--- config.mk ---
export PLATFORM = sky130hd
export DESIGN_NAME = nes_sdram_arbiter
export DESIGN_NICKNAME = d
export VERILOG_FILES = /design/src/rtl/nes_sdram_arbiter.sv
export SDC_FILE = /design/constraint.sdc
export NUM_CORES = 1
export LEC_CHECK = 0
export BUFFER_PORTS_ARGS = -buffer_cell sky130_fd_sc_hd__buf_2
export CAP_MARGIN = 20
export CORE_ASPECT_RATIO = 0.6
export CORE_MARGIN = 2
export CORE_UTILIZATION = 45
export DETAILED_ROUTE_END_ITERATION = 12
export PLACE_DENSITY = 0.8
export SYNTH_ARGS = -nofsm -noshare
export SYNTH_HDL_FRONTEND = slang
export SYNTH_SLANG_ARGS = --single-unit
--- constraint.sdc ---
create_clock -name clk_50_clk -period 2.3 [get_ports clk_50_clk]
set_input_delay 0.23 -clock clk_50_clk [delete_from_list [all_inputs] [get_ports clk_50_clk]]
set_output_delay 0.23 -clock clk_50_clk [all_outputs]
set_load 0.02 [all_outputs]
--- src/rtl/nes_sdram_arbiter.sv ---
// Purpose: shares one SDRAM Avalon-MM master port between NREQ requesters, one transaction in flight.
// Latency: write req -> command next cycle -> ack the cycle after acceptance; read ack one cycle after readdatavalid.
// Backpressure: command held stable while avm_waitrequest=1; reads abort with err after TIMEOUT WAIT_RD cycles.
// Build option: define NES_ARB_RR_EN for round-robin among requesters 1..NREQ-1 (requester 0 always preempts).
module nes_sdram_arbiter #(
    parameter int NREQ    = 3,
    parameter int ADDR_W  = 24,
    parameter int TIMEOUT = 255
) (
    input  logic                   clk_50_clk,
    input  logic                   reset_reset_n,
    input  logic [NREQ-1:0]        req,
    input  logic [NREQ-1:0]        wr,
    input  logic [NREQ*ADDR_W-1:0] addr,
    input  logic [NREQ*16-1:0]     wdata,
    output logic [NREQ-1:0]        ack,
    output logic [15:0]            rdata,
    output logic                   err,
    output logic [ADDR_W-1:0]      avm_address,
    output logic                   avm_read,
    output logic                   avm_write,
    output logic [15:0]            avm_writedata,
    input  logic                   avm_waitrequest,
    input  logic [15:0]            avm_readdata,
    input  logic                   avm_readdatavalid
);

    localparam int IDX_W = (NREQ > 1) ? $clog2(NREQ) : 1;

    typedef enum logic [1:0] {
        IDLE    = 2'd0,
        ISSUE   = 2'd1,
        WAIT_RD = 2'd2,
        DONE    = 2'd3
    } state_t;

    state_t            state;
    logic [IDX_W-1:0]  idx;
    logic [7:0]        cnt;
    logic [IDX_W-1:0]  win;
    logic [ADDR_W-1:0] sel_addr;
    logic [15:0]       sel_wdata;
    logic              sel_wr;
    logic              done_now;
    logic              timed_out;

`ifdef NES_ARB_RR_EN
    logic [IDX_W-1:0]  ptr;

    // Requester 0 first, otherwise rotate through 1..NREQ-1 starting after ptr
    always_comb begin
        int               c;
        logic             found;
        logic [IDX_W-1:0] cand;
        c     = 0;
        cand  = '0;
        found = 1'b0;
        win   = '0;
        if (req[0]) begin
            found = 1'b1;
        end
        for (int k = 1; k < NREQ; k++) begin
            c = int'(ptr) + k;
            if (c >= NREQ) begin
                c = c - (NREQ - 1);
            end
            cand = IDX_W'(c);
            if (!found && req[cand]) begin
                win   = cand;
                found = 1'b1;
            end
        end
    end

    // Pointer remembers the last RR-group winner; requester 0 leaves it alone
    always_ff @(posedge clk_50_clk or negedge reset_reset_n) begin
        if (!reset_reset_n) begin
            ptr <= '0;
        end else if (done_now && idx != '0) begin
            ptr <= idx;
        end
    end
`else
    // Fixed priority: lowest requesting index wins
    always_comb begin
        win = '0;
        for (int i = NREQ - 1; i >= 0; i--) begin
            if (req[i]) begin
                win = IDX_W'(i);
            end
        end
    end
`endif

    // Pick the winner's fields out of the packed request buses
    always_comb begin
        sel_addr  = '0;
        sel_wdata = '0;
        sel_wr    = 1'b0;
        for (int i = 0; i < NREQ; i++) begin
            if (win == IDX_W'(i)) begin
                sel_addr  = addr[i*ADDR_W +: ADDR_W];
                sel_wdata = wdata[i*16 +: 16];
                sel_wr    = wr[i];
            end
        end
    end

    // Completion this cycle: accepted write, read data in accept/wait cycle, or read abort
    always_comb begin
        timed_out = (state == WAIT_RD) && !avm_readdatavalid && (cnt == 8'(TIMEOUT));
        done_now  = ((state == ISSUE) && !avm_waitrequest && (avm_write || avm_readdatavalid)) ||
                    ((state == WAIT_RD) && (avm_readdatavalid || timed_out));
    end

    // Transaction FSM with registered Avalon command, ack, rdata and err
    always_ff @(posedge clk_50_clk or negedge reset_reset_n) begin
        if (!reset_reset_n) begin
            state         <= IDLE;
            idx           <= '0;
            cnt           <= '0;
            ack           <= '0;
            rdata         <= '0;
            err           <= 1'b0;
            avm_address   <= '0;
            avm_read      <= 1'b0;
            avm_write     <= 1'b0;
            avm_writedata <= '0;
        end else begin
            ack <= '0;
            if (done_now) begin
                ack <= NREQ'(1) << idx;
            end
            case (state)
                IDLE: begin
                    if (|req) begin
                        idx           <= win;
                        avm_address   <= sel_addr;
                        avm_writedata <= sel_wdata;
                        avm_write     <= sel_wr;
                        avm_read      <= !sel_wr;
                        state         <= ISSUE;
                    end
                end
                ISSUE: begin
                    if (!avm_waitrequest) begin
                        avm_read  <= 1'b0;
                        avm_write <= 1'b0;
                        if (avm_write) begin
                            state <= DONE;
                        end else if (avm_readdatavalid) begin
                            rdata <= avm_readdata;
                            state <= DONE;
                        end else begin
                            cnt   <= '0;
                            state <= WAIT_RD;
                        end
                    end
                end
                WAIT_RD: begin
                    if (avm_readdatavalid) begin
                        rdata <= avm_readdata;
                        state <= DONE;
                    end else if (timed_out) begin
                        err   <= 1'b1;
                        rdata <= 16'hFFFF;
                        state <= DONE;
                    end else begin
                        cnt <= cnt + 8'd1;
                    end
                end
                DONE: begin
                    state <= IDLE;
                end
                default: begin
                    state <= IDLE;
                end
            endcase
        end
    end

endmodule

== Word-level counts from Yosys, hierarchy flattened ==
Cells that the tools add are included.

* Add/sub/neg operators: 1
* Multipliers: 0
* Divide/modulo/power cells: 0
* Order comparisons: 0
* Equal/unequal tests: 14
* Shifts and indexed selects: 1
* Mux-type cells: 37
* Bitwise operators: 1
* Reductions and logical operators: 22

{| class="wikitable"
|+ Operators with widths
! cell !! number
|-
| 16-bit two-way mux || 8
|-
| 24-bit two-way mux || 3
|-
| 8-bit two-way mux || 5
|-
| 16-bit case mux with 2 select lines || 1
|-
| 8-bit case mux with 2 select lines || 1
|-
| 2-bit two-way mux || 7
|-
| 2-bit inequality test (second input constant) || 7
|-
| 3-bit AND reduction || 3
|-
| 8-bit by 1-bit adder with 8-bit output (second input constant) || 1
|-
| 8-bit == test (second input constant) || 1
|-
| 1-bit two-way mux || 8
|-
| 2-bit case mux with 4 select lines || 1
|-
| 2-bit == test (second input constant) || 3
|-
| 6-bit AND reduction || 1
|-
| 1-bit logical AND || 5
|-
| 5-bit AND reduction || 1
|-
| 2-bit by 1-bit == test with 1-bit output (second input constant) || 2
|-
| 2-bit logical NOT || 2
|-
| 1-bit case mux with 2 select lines || 2
|-
| 2-bit nonzero test || 2
|-
| 1-bit logical NOT || 3
|-
| 1-bit logical OR || 3
|-
| 3-bit two-way mux || 1
|-
| 3-bit inequality test (second input constant) || 1
|-
| other kinds (4) || 4
|}

* Register bits after elaboration: 74
* Bits in latches: 0
* RAM bits: 0
* Memory bits (read-only): 0
* Bits of input ports: 146
* Logic and storage cells: 86
* Memories kept: 0

== Logic depth before layout (Yosys ltp) ==
Gate-level depths: netlist (run 1).

* Depth after elaboration: 10
* Mapped depth: 7
* Mapped depth without buffers: 6

== Worst setup path before layout (run 1) ==
OpenSTA, ideal clock, no wires.

* Path kind: reg2reg
* Start: register state[1]
* End: register rdata[0]
* Data arrival time: 1.608 ns
* Required time: 2.179 ns
* Setup slack: 0.570 ns
* Stages on the path, launching flop included: 8
* Clock period less this slack: 1.730 ns
* Cell sequence: dfrtp_1 inv_1 ha_1 nor3b_4 o21ai_4 a21bo_4 buf_6 o22a_1

* Longest elaborated chain between the ends: 5

{| class="wikitable"
|+ RTL lines
! element !! RTL line !! RTL
|-
| from (decl) || 37 || <nowiki>state_t state;</nowiki>
|-
| from (signal assigned) || 119 || <nowiki>state <= IDLE;</nowiki>
|-
| from (signal assigned) || 142 || <nowiki>state <= ISSUE;</nowiki>
|-
| from (signal assigned) || 150 || <nowiki>state <= DONE;</nowiki>
|-
| 2-bit == test || 111, 134 ||
|-
| 1-bit logical AND (2 in series) || 111 || <nowiki>timed_out = (state == WAIT_RD) && !avm_readdatavalid && (cnt == 8'(TIMEOUT));</nowiki>
|-
| 3-bit inequality test (no line) || -- ||
|-
| 5-bit AND reduction (no line) || -- ||
|-
| to (signal assigned) || 152 || <nowiki>rdata <= avm_readdata;</nowiki>
|-
| to (signal assigned) || 162 || <nowiki>rdata <= avm_readdata;</nowiki>
|-
| to (decl) || 17 || <nowiki>output logic [15:0] rdata,</nowiki>
|}

Parallel ways exist; a longest one is shown, timed or not.
A chain may end at the register's enable or synchronous reset.

== Worst setup path in the final report (run 1) ==
* Start: register state[0]
* End: register rdata[10]

The elaborated chain is that of the path after synthesis.

==> impl_metrics.toml, run 1 <==
[route]
num_vias = 3597
vias_per_cell = 5.29
wl_um = 9930
drc = 0
wl_per_cell_um = 14.6
dr.pass1.iters = 4
postRouteAntennaNets = 0
drt_first_iter_violations = 123

[run]
cap_violations = 0

[synth]
synth-seq-cells = 74
seq_area_frac_synth = 0.477
synthTopCellsByArea = "dfrtp_1 (48%), mux2i_1 (11%), a211oi_1 (7.7%)"
synth-edff-count = 0
synth_top_area_frac = 0.477
netlist_instances = 364
synthesis.nets = 515
yosys_warnings = 0
synthArstFlopShare = 1.00
yosysTopAreaCell = "dfrtp_1"
synth.distinct_cells = 46
syn_area_um2 = 3880
syn_avg_cell_area_um2 = 10.7
synth_flop_cell = "dfrtp_1"

[timing]
rsz0062_at_grt = "no"
setup_tns_ps = 0
report.final.slew_viol_count = 0
tightestPinTransition_ps = 936
clock_skew_ps = 8.53
min_period_ps = 1990
fin_crit_sh = 0.866
relSlewSlack = 0.376
fmax_mhz = 502
worst_slack_ps = 308
hold_viol = 0
setup_viol = 0

[clock_tree]
ctsHoldBuffers = 0
cts_tree = "yes"
root_buffer = "clkbuf_16"
numCtsBuffers = 9
post_cts_resized = 0
clock-sinks = 74
h-tree-depth = 3
clkLatencyLatePin_ps = 330
cts_max_path_buffers = 2
cts_setup_buffers = 0
clkSlewWorstSetupHoldPaths_ps = 50

[place]
post-place-ws_ps = 304
dp_hpwl_um = 7320
place_congestion = 0.877
portBuffers = 207
dp_cells = 664

[critical_path]
crit_type = "reg2reg"
crit_path_start_kind = "flip-flop"
cp_max_fo = 16
path_cells = "inv_1 > ha_1 > nor2b_2 > buf_4 > o21ai_4 > a21bo_4 > o22a_1"
path_delay_family = "compound AO/OA/AOI/OAI gates"
cp-end-kind = "flip-flop"
slowest_delay_ps = 370
cp_num_buf_inv = 2
critPathSlowestCell = "dfrtp_1"
cp_data_arrival_time_ps = 2200
required_ps = 2500

[power_and_ir_drop]
ir_drop_mv = 0.683
p_leak_nw = 2.82
cellPowerDensity_nw_per_um2 = 1220

[layout]
nets = 714
instances_no_fill = 680
utilization = 0.628
num_antenna_cells = 0
syn2layout_area_growth_pct = 36.7
final_layout_size_suffix_gt1_frac = 0.423
fillCellCount = 697

[global_routing]
antenna_found_initial = 1
grt_use_total = 0.209
first_global_vias = 3410
grt_max_degree = 75
grt_pass1_wl_um = 15600
grt_overflow = 0

[die]
fp.dieW_um = 124
io_pins = 208
start_util = 0.459
core_um2 = 8460
rows = 26
dieArea_um2 = 9420
die_y_um = 76.0

[outcome]
status = "complete, no violations"

[min_path]
min_path_type = "in2async"
==> cell usage after synthesis (all sizes together), types with 3 or more instances <==
master	instances
a21oi	7
a22o	5
mux2i	42
clkbuf	7
o21ai	10
nor3b	3
o22a	16
or2	4
ha	5
nand3	4
a21o	40
nand2	8
buf	19
a211oi	40
nor2	46
nor2b	3
dfrtp	74
inv	7
==> worst paths after layout <==
kind	start	to	slack, ps	cells past startpoint
min in group clk_50_clk	avm_readdata[3]	rdata[3]	130	2
hold reg to reg	avm_address[4]	avm_address[4]	470	1
setup / recovery	state[0]	rdata[10]	310	7
setup reg to reg	state[0]	rdata[10]	310	7
max in group asynchronous	reset_reset_n	avm_address[12]	1640	1
hold / removal	reset_reset_n	avm_writedata[2]	40	1
==> layout by cell type, fill, tap and decap left out, types with 7 or more instances in the layout <==
cell type	n
clkbuf_16	9
buf_2	206
mux2i_1	42
o22a_1	16
dfrtp_1	74
a21o_1	40
a21oi_1	7
a211oi_1	40
nor2_1	46
nand2_1	8
inv_1	7
==> sequential cells by signal, indices dropped and copies added (netlist names) <==
| register | cells |
|---|---|
| avm_address | 24 |
| avm_read | 1 |
| rdata | 16 |
| err | 1 |
| ack | 3 |
| state | 2 |
| cnt | 8 |
| avm_write | 1 |
| idx | 2 |
| avm_writedata | 16 |
==> final cells by class <==
cell class                      count  area [um^2]  share of cell area
Clock buffer                       12          246              0.0464
Multi-Input combinational cell    257         1880               0.354
Timing Repair Buffer              214         1120               0.210
Tap cell                          112          140              0.0264
Clock inverter                      4         51.3             0.00966
Sequential cell                    74         1850               0.349
Inverter                            7         26.3             0.00495
==> where the power goes <==
group	switching [W]	total (W)	internal [W]
logic	0.00167	0.00287	0.00120
registers	0.000332	0.00221	0.00188
clock network	0.000513	0.00138	0.000870
==> per-layer routing <==
metal	GRT usage	routed length, um
met5	0	0
met4	0.0652	145
met1	0.257	4210
met3	0.0659	869
met2	0.352	4700
==> worst reg2reg max path, cell delays in order, from the launching register on <==
cell and delay (ps):
dfrtp_1 370, inv_1 100, ha_1 340, nor2b_2 220, buf_4 160, o21ai_4 150
a21bo_4 310, o22a_1 210
==> metrics by stage <==
stage / total power (W) / hold slack (ps) / area, um^2
floorplan: 0.00411 / -65.6 / 3880
global placement: 0.00501 / 416 / 5010
detailed placement: 0.00512 / 431 / 5010
CTS: 0.00654 / 76.6 / 5310
global route: 0.00688 / 124 / 5310
finish: 0.00647 / 42.0 / 5310
==> cells by family after synthesis <==
logic type               count (synthesis)  synth area share
AO/OA/AOI/OAI                          130             0.256
AND/OR/NAND/NOR                         78            0.0944
flip-flops                              74             0.477
multiplexers                            44             0.115
buffers and inverters                   33            0.0422
adder cells (fa/ha/maj)                  5            0.0161
No activity file was read; power rests on OpenSTA's default activity.
==> run 2: changes to the inputs <==
==> config.mk (replaced) <==
export PLATFORM = sky130hd
export DESIGN_NAME = nes_sdram_arbiter
export DESIGN_NICKNAME = d
export VERILOG_FILES = /design/src/rtl/nes_sdram_arbiter.sv
export SDC_FILE = /design/constraint.sdc
export NUM_CORES = 1
export LEC_CHECK = 0
export CAP_MARGIN = 20
export CORE_ASPECT_RATIO = 0.6
export CORE_MARGIN = 2
export CORE_UTILIZATION = 63
export DETAILED_ROUTE_END_ITERATION = 12
export DONT_BUFFER_PORTS = 1
export HOLD_SLACK_MARGIN = 0.15
export PLACE_DENSITY = 0.79
export SYNTH_ARGS = -nofsm -noshare
export SYNTH_HDL_FRONTEND = slang
export SYNTH_SLANG_ARGS = --single-unit
==> impl_metrics.toml, run 2 (synthesis results as in run 1) <==
[outcome]
status = "complete, no violations"

[route]
drt_first_iter_violations = 169
postRouteAntennaNets = 0
wl_per_cell_um = 19.4
num_vias = 2999
wl_um = 8980
vias_per_cell = 6.48
dr.pass1.iters = 5
drc = 0

[run]
cap_violations = 0

[die]
die_y_um = 64.8
dieArea_um2 = 6830
start_util = 0.644
fp.dieW_um = 105
rows = 22
io_pins = 208
core_um2 = 6030

[critical_path]
required_ps = 2530
cp_num_buf_inv = 2
critPathSlowestCell = "dfrtp_1"
slowest_delay_ps = 380
cp_max_fo = 11
path_cells = "inv_1 > ha_1 > nor2b_2 > buf_4 > o21ai_0 > o21ai_0 > a22o_1"
cp_data_arrival_time_ps = 2250
crit_type = "reg2reg"
cp-end-kind = "flip-flop"
path_delay_family = "compound AO/OA/AOI/OAI gates"
crit_path_start_kind = "flip-flop"
crit_top_cell = "o21ai_0"

[global_routing]
grt_max_degree = 75
first_global_vias = 2640
grt_pass1_wl_um = 13500
grt_use_total = 0.256
antenna_found_initial = 0
grt_overflow = 0

[place]
placed_area_um2 = 3960
place_congestion = 0.839
dp_hpwl_um = 6180
portBuffers = 0

[timing]
hold_viol = 0
fmax_mhz = 495
tightestPinTransition_ps = 928
relSlewSlack = 0.381
clock_skew_ps = 11.1
min_period_ps = 2020
fin_crit_sh = 0.879
rsz0062_at_grt = "no"
setup_tns_ps = 0
report.final.slew_viol_count = 0
setup_viol = 0
fin_hold_ws_ps = 209

[layout]
final_common_cell = "dfrtp_1"
largestRegisters = "avm_address: 24 flops, avm_writedata: 16 flops, rdata: 16 flops"
nets = 526
fillCellCount = 437
syn2layout_area_growth_pct = 11.8
layout_common_cells = "dfrtp_1 (74), nor2_1 (46), mux2i_1 (42), a211oi_1 (40), a21o_1 (40)"
final_area_um2 = 4340
top_register = "avm_address"
final_layout_size_suffix_gt1_frac = 0.0923
largest_reg_flops = 24
num_antenna_cells = 0

[clock_tree]
h-tree-depth = 3
cts_max_path_buffers = 2
clkSlewWorstSetupHoldPaths_ps = 70
root_buffer = "clkbuf_8"
cts_tree = "yes"
clock-sinks = 74
clkLatencyLatePin_ps = 330
numCtsBuffers = 9

[power_and_ir_drop]
p_leak_nw = 2.03
cellPowerDensity_nw_per_um2 = 1280
ir_drop_mv = 0.788

[min_path]
min_path_type = "in2reg"
run 2: changes by cell type in the layout (fill, tap and decap cells not counted), sizes merged:
cell,change
buf,-205
clkbuf,-2
clkinv,+1
dlygate4sd3,+17
run 2: final cells by class:
class                   instances  area (um^2)  area share
flip-flops and latches         74         1850       0.427
clock inverters                 5         56.3      0.0130
inverters                       7         26.3     0.00605
repair buffers                 26          295      0.0680
well taps                      84          105      0.0242
multi-input cells             257         1880       0.433
clock buffers                  10          128      0.0294
run 2: worst paths after layout:
kind                                         to     startpoint  slack (ps)  cells past startpoint
worst min-delay path            avm_address[11]       addr[59]         210                      3
worst max register to register           cnt[4]       state[0]         280                      7
min in group asynchronous       avm_address[23]  reset_reset_n         440                      2
max in group asynchronous              state[0]  reset_reset_n        1560                      2
worst max-delay path                     cnt[4]       state[0]         280                      7
worst min register to register           ack[1]         idx[1]         480                      1
run 2: report_power, final:
group          internal [W]  switching, W
Sequential          0.00188       0.00110
Clock              0.000493      0.000447
Combinational      0.000827      0.000821
run 2: worst min-delay path: stages:
cell and delay, ps:
nor2_1 80, a211oi_1 50, a21o_1 140
run 2: stage by stage:
step	setup slack, ps	std cells	total power, W	util
final	279	463	0.00556	0.720
after global routing	138	463	0.00587	0.720
after CTS	325	463	0.00558	0.720
after detailed placement	313	430	0.00457	0.657
after global placement	413	430	0.00447	0.657
after floorplan	570	364	0.00411	-
run 2: per-layer routing:
metal	track usage	up-vias	part of all wire
li1	-	1365	-
met1	0.329	1463	0.42
met2	0.410	156	0.49
met3	0.0936	15	0.084
met4	0.0750	0	0.015
met5	0	-	0
run 2: what timing repair did:
item                                   4_1_cts  5_1_grt
buffers inserted                             0        0
endpoints found under the hold margin       90        0
setup endpoints to repair                    0        0
hold buffers                                18        0
gates resized for setup                      0        0
==> run 3: changes to the inputs <==
--- a/config.mk
+++ b/config.mk
@@ -8,11 +8,13 @@
 export CAP_MARGIN = 20
 export CORE_ASPECT_RATIO = 0.6
 export CORE_MARGIN = 2
-export CORE_UTILIZATION = 63
+export CORE_UTILIZATION = 66
+export CTS_BUF_LIST = sky130_fd_sc_hd__clkbuf_4
 export DETAILED_ROUTE_END_ITERATION = 12
 export DONT_BUFFER_PORTS = 1
 export HOLD_SLACK_MARGIN = 0.15
-export PLACE_DENSITY = 0.79
+export PLACE_DENSITY = 0.82
+export SLEW_MARGIN = 10
 export SYNTH_ARGS = -nofsm -noshare
 export SYNTH_HDL_FRONTEND = slang
 export SYNTH_SLANG_ARGS = --single-unit
==> impl_metrics.toml, run 3 (synthesis results as in run 1) <==
[outcome]
status = "complete, no violations"

[critical_path]
cp_max_fo = 11
reg2reg_to = "cnt[4]"
slowest_delay_ps = 400
required_ps = 2600
cp-end-kind = "flip-flop"
r2r-start = "state[0]"
crit_type = "reg2reg"
crit_path_start_kind = "flip-flop"
crit_top_cell = "o21ai_0"
critPathSlowestCell = "dfrtp_1"
r2r_cells = 7
path_cells = "inv_1 > ha_1 > nor2b_2 > buf_4 > o21ai_0 > o21ai_0 > a22o_1"
cp_data_arrival_time_ps = 2370
reg2reg_slack_ps = 230

[route]
postRouteAntennaNets = 0
drc = 0
vias_per_cell = 6.30
wl_um = 10100
drt_first_iter_violations = 189
wl_per_cell_um = 20.2
dr.pass1.iters = 4
num_vias = 3145

[place]
place_congestion = 0.899
portBuffers = 0
dp_hpwl_um = 6140
dp_cells = 424

[clock_tree]
post_cts_resized = 0
root_buffer = "clkbuf_4"
h-tree-depth = 3
cts_max_path_buffers = 2
numCtsBuffers = 9
clock-sinks = 74
clkLatencyLatePin_ps = 400
clkSlewWorstSetupHoldPaths_ps = 120
cts_tree = "yes"

[layout]
syn2layout_area_growth_pct = 21.4
layout_common_cells = "dfrtp_1 (74), dlygate4sd3_1 (58), nor2_1 (46), mux2i_1 (42)"
largestRegisters = "avm_address: 24 flops, avm_writedata: 16 flops, rdata: 16 flops"
largest_reg_flops = 24
final_layout_size_suffix_gt1_frac = 0.0788
nets = 565
final_common_cell = "dfrtp_1"
instances_no_fill = 499
top_register = "avm_address"
num_antenna_cells = 0
utilization = 0.839

[power_and_ir_drop]
ir_drop_mv = 0.828
p_leak_nw = 2.18
cellPowerDensity_nw_per_um2 = 1200

[timing]
tightestPinTransition_ps = 754
fmax_mhz = 483
hold_viol = 0
setup_tns_ps = 0
fin_crit_sh = 0.900
clock_skew_ps = 12.0
relSlewSlack = 0.497
setup_viol = 0
min_period_ps = 2070
report.final.slew_viol_count = 0
rsz0062_at_grt = "no"

[global_routing]
first_global_vias = 3100
grt_use_total = 0.308
grt_pass1_wl_um = 15200
grt_max_degree = 84
grt_overflow = 0
antenna_found_initial = 0

[min_path]
hold_path_depth = 3
min-delay-start = "addr[10]"
min_to = "avm_address[10]"
min_path_type = "in2reg"

[die]
fp.dieW_um = 103
dieArea_um2 = 6540
core_um2 = 5620
die_y_um = 63.4
io_pins = 208
rows = 21
start_util = 0.691

[run]
cap_violations = 0
run 3: cell types whose count changed in the layout (fill, tap and decap cells not counted), sizes merged:
cell / change
buf: -2
clkinv: -1
dlygate4sd3: +41
bufinv: +2
run 3: where the power goes:
part	internal [W]	switching [W]
combinational	0.000852	0.000836
sequential	0.00187	0.00110
clock	0.000556	0.000441
run 3: layout make-up:
class                           count  area (um^2)
Multi-Input combinational cell    257         1880
Sequential cell                    74         1850
Fill cell                         311          907
Timing Repair Buffer               65          678
Clock inverter                      6          105
Tap cell                           80          100
Clock buffer                       10         75.1
Inverter                            7         26.3
run 3: per-stage QoR:
stage	power, W	worst slack [ps]	hold WS (ps)	instance area [um^2]
after floorplan	0.00411	570	-65.6	3880
after global placement	0.00442	406	-64.6	3930
after detailed placement	0.00451	328	-64.7	3930
after CTS	0.00561	307	154	4720
after global routing	0.00596	153	163	4720
final	0.00565	230	187	4720
run 3: repair_timing:
item                                   in CTS  in global routing
endpoints found under the hold margin     132                  0
buffers inserted                            0                  0
hold buffers                               59                  0
run 3: worst max-delay path by stage:
stage | start | slack [ps] | endpoint | depth (start not counted)
CTS | state[0] | 310 | cnt[4] | 7
detailed placement | state[0] | 330 | cnt[4] | 7
finish | state[0] | 230 | cnt[4] | 7
global route | state[0] | 150 | cnt[4] | 7
floorplan | state[1] | 570 | rdata[0] | 7
global placement | state[0] | 410 | cnt[4] | 7
run 3: worst max-delay path, delay by kind of cell (launching register included):
kind	cells	cell delay, ps
AO/OA/AOI/OAI	3	750
buffers and inverters	2	260
flip-flops	1	400
AND/OR/NAND/NOR	1	220
adder cells (fa/ha/maj)	1	340
run 3: layer usage:
layer,routed length (um),GRT usage,up-vias
met1,3970,0.379,1509
met5,0,0,-
met3,777,0.0877,31
met4,296,0.107,0
li1,-,-,1451
met2,5040,0.520,154
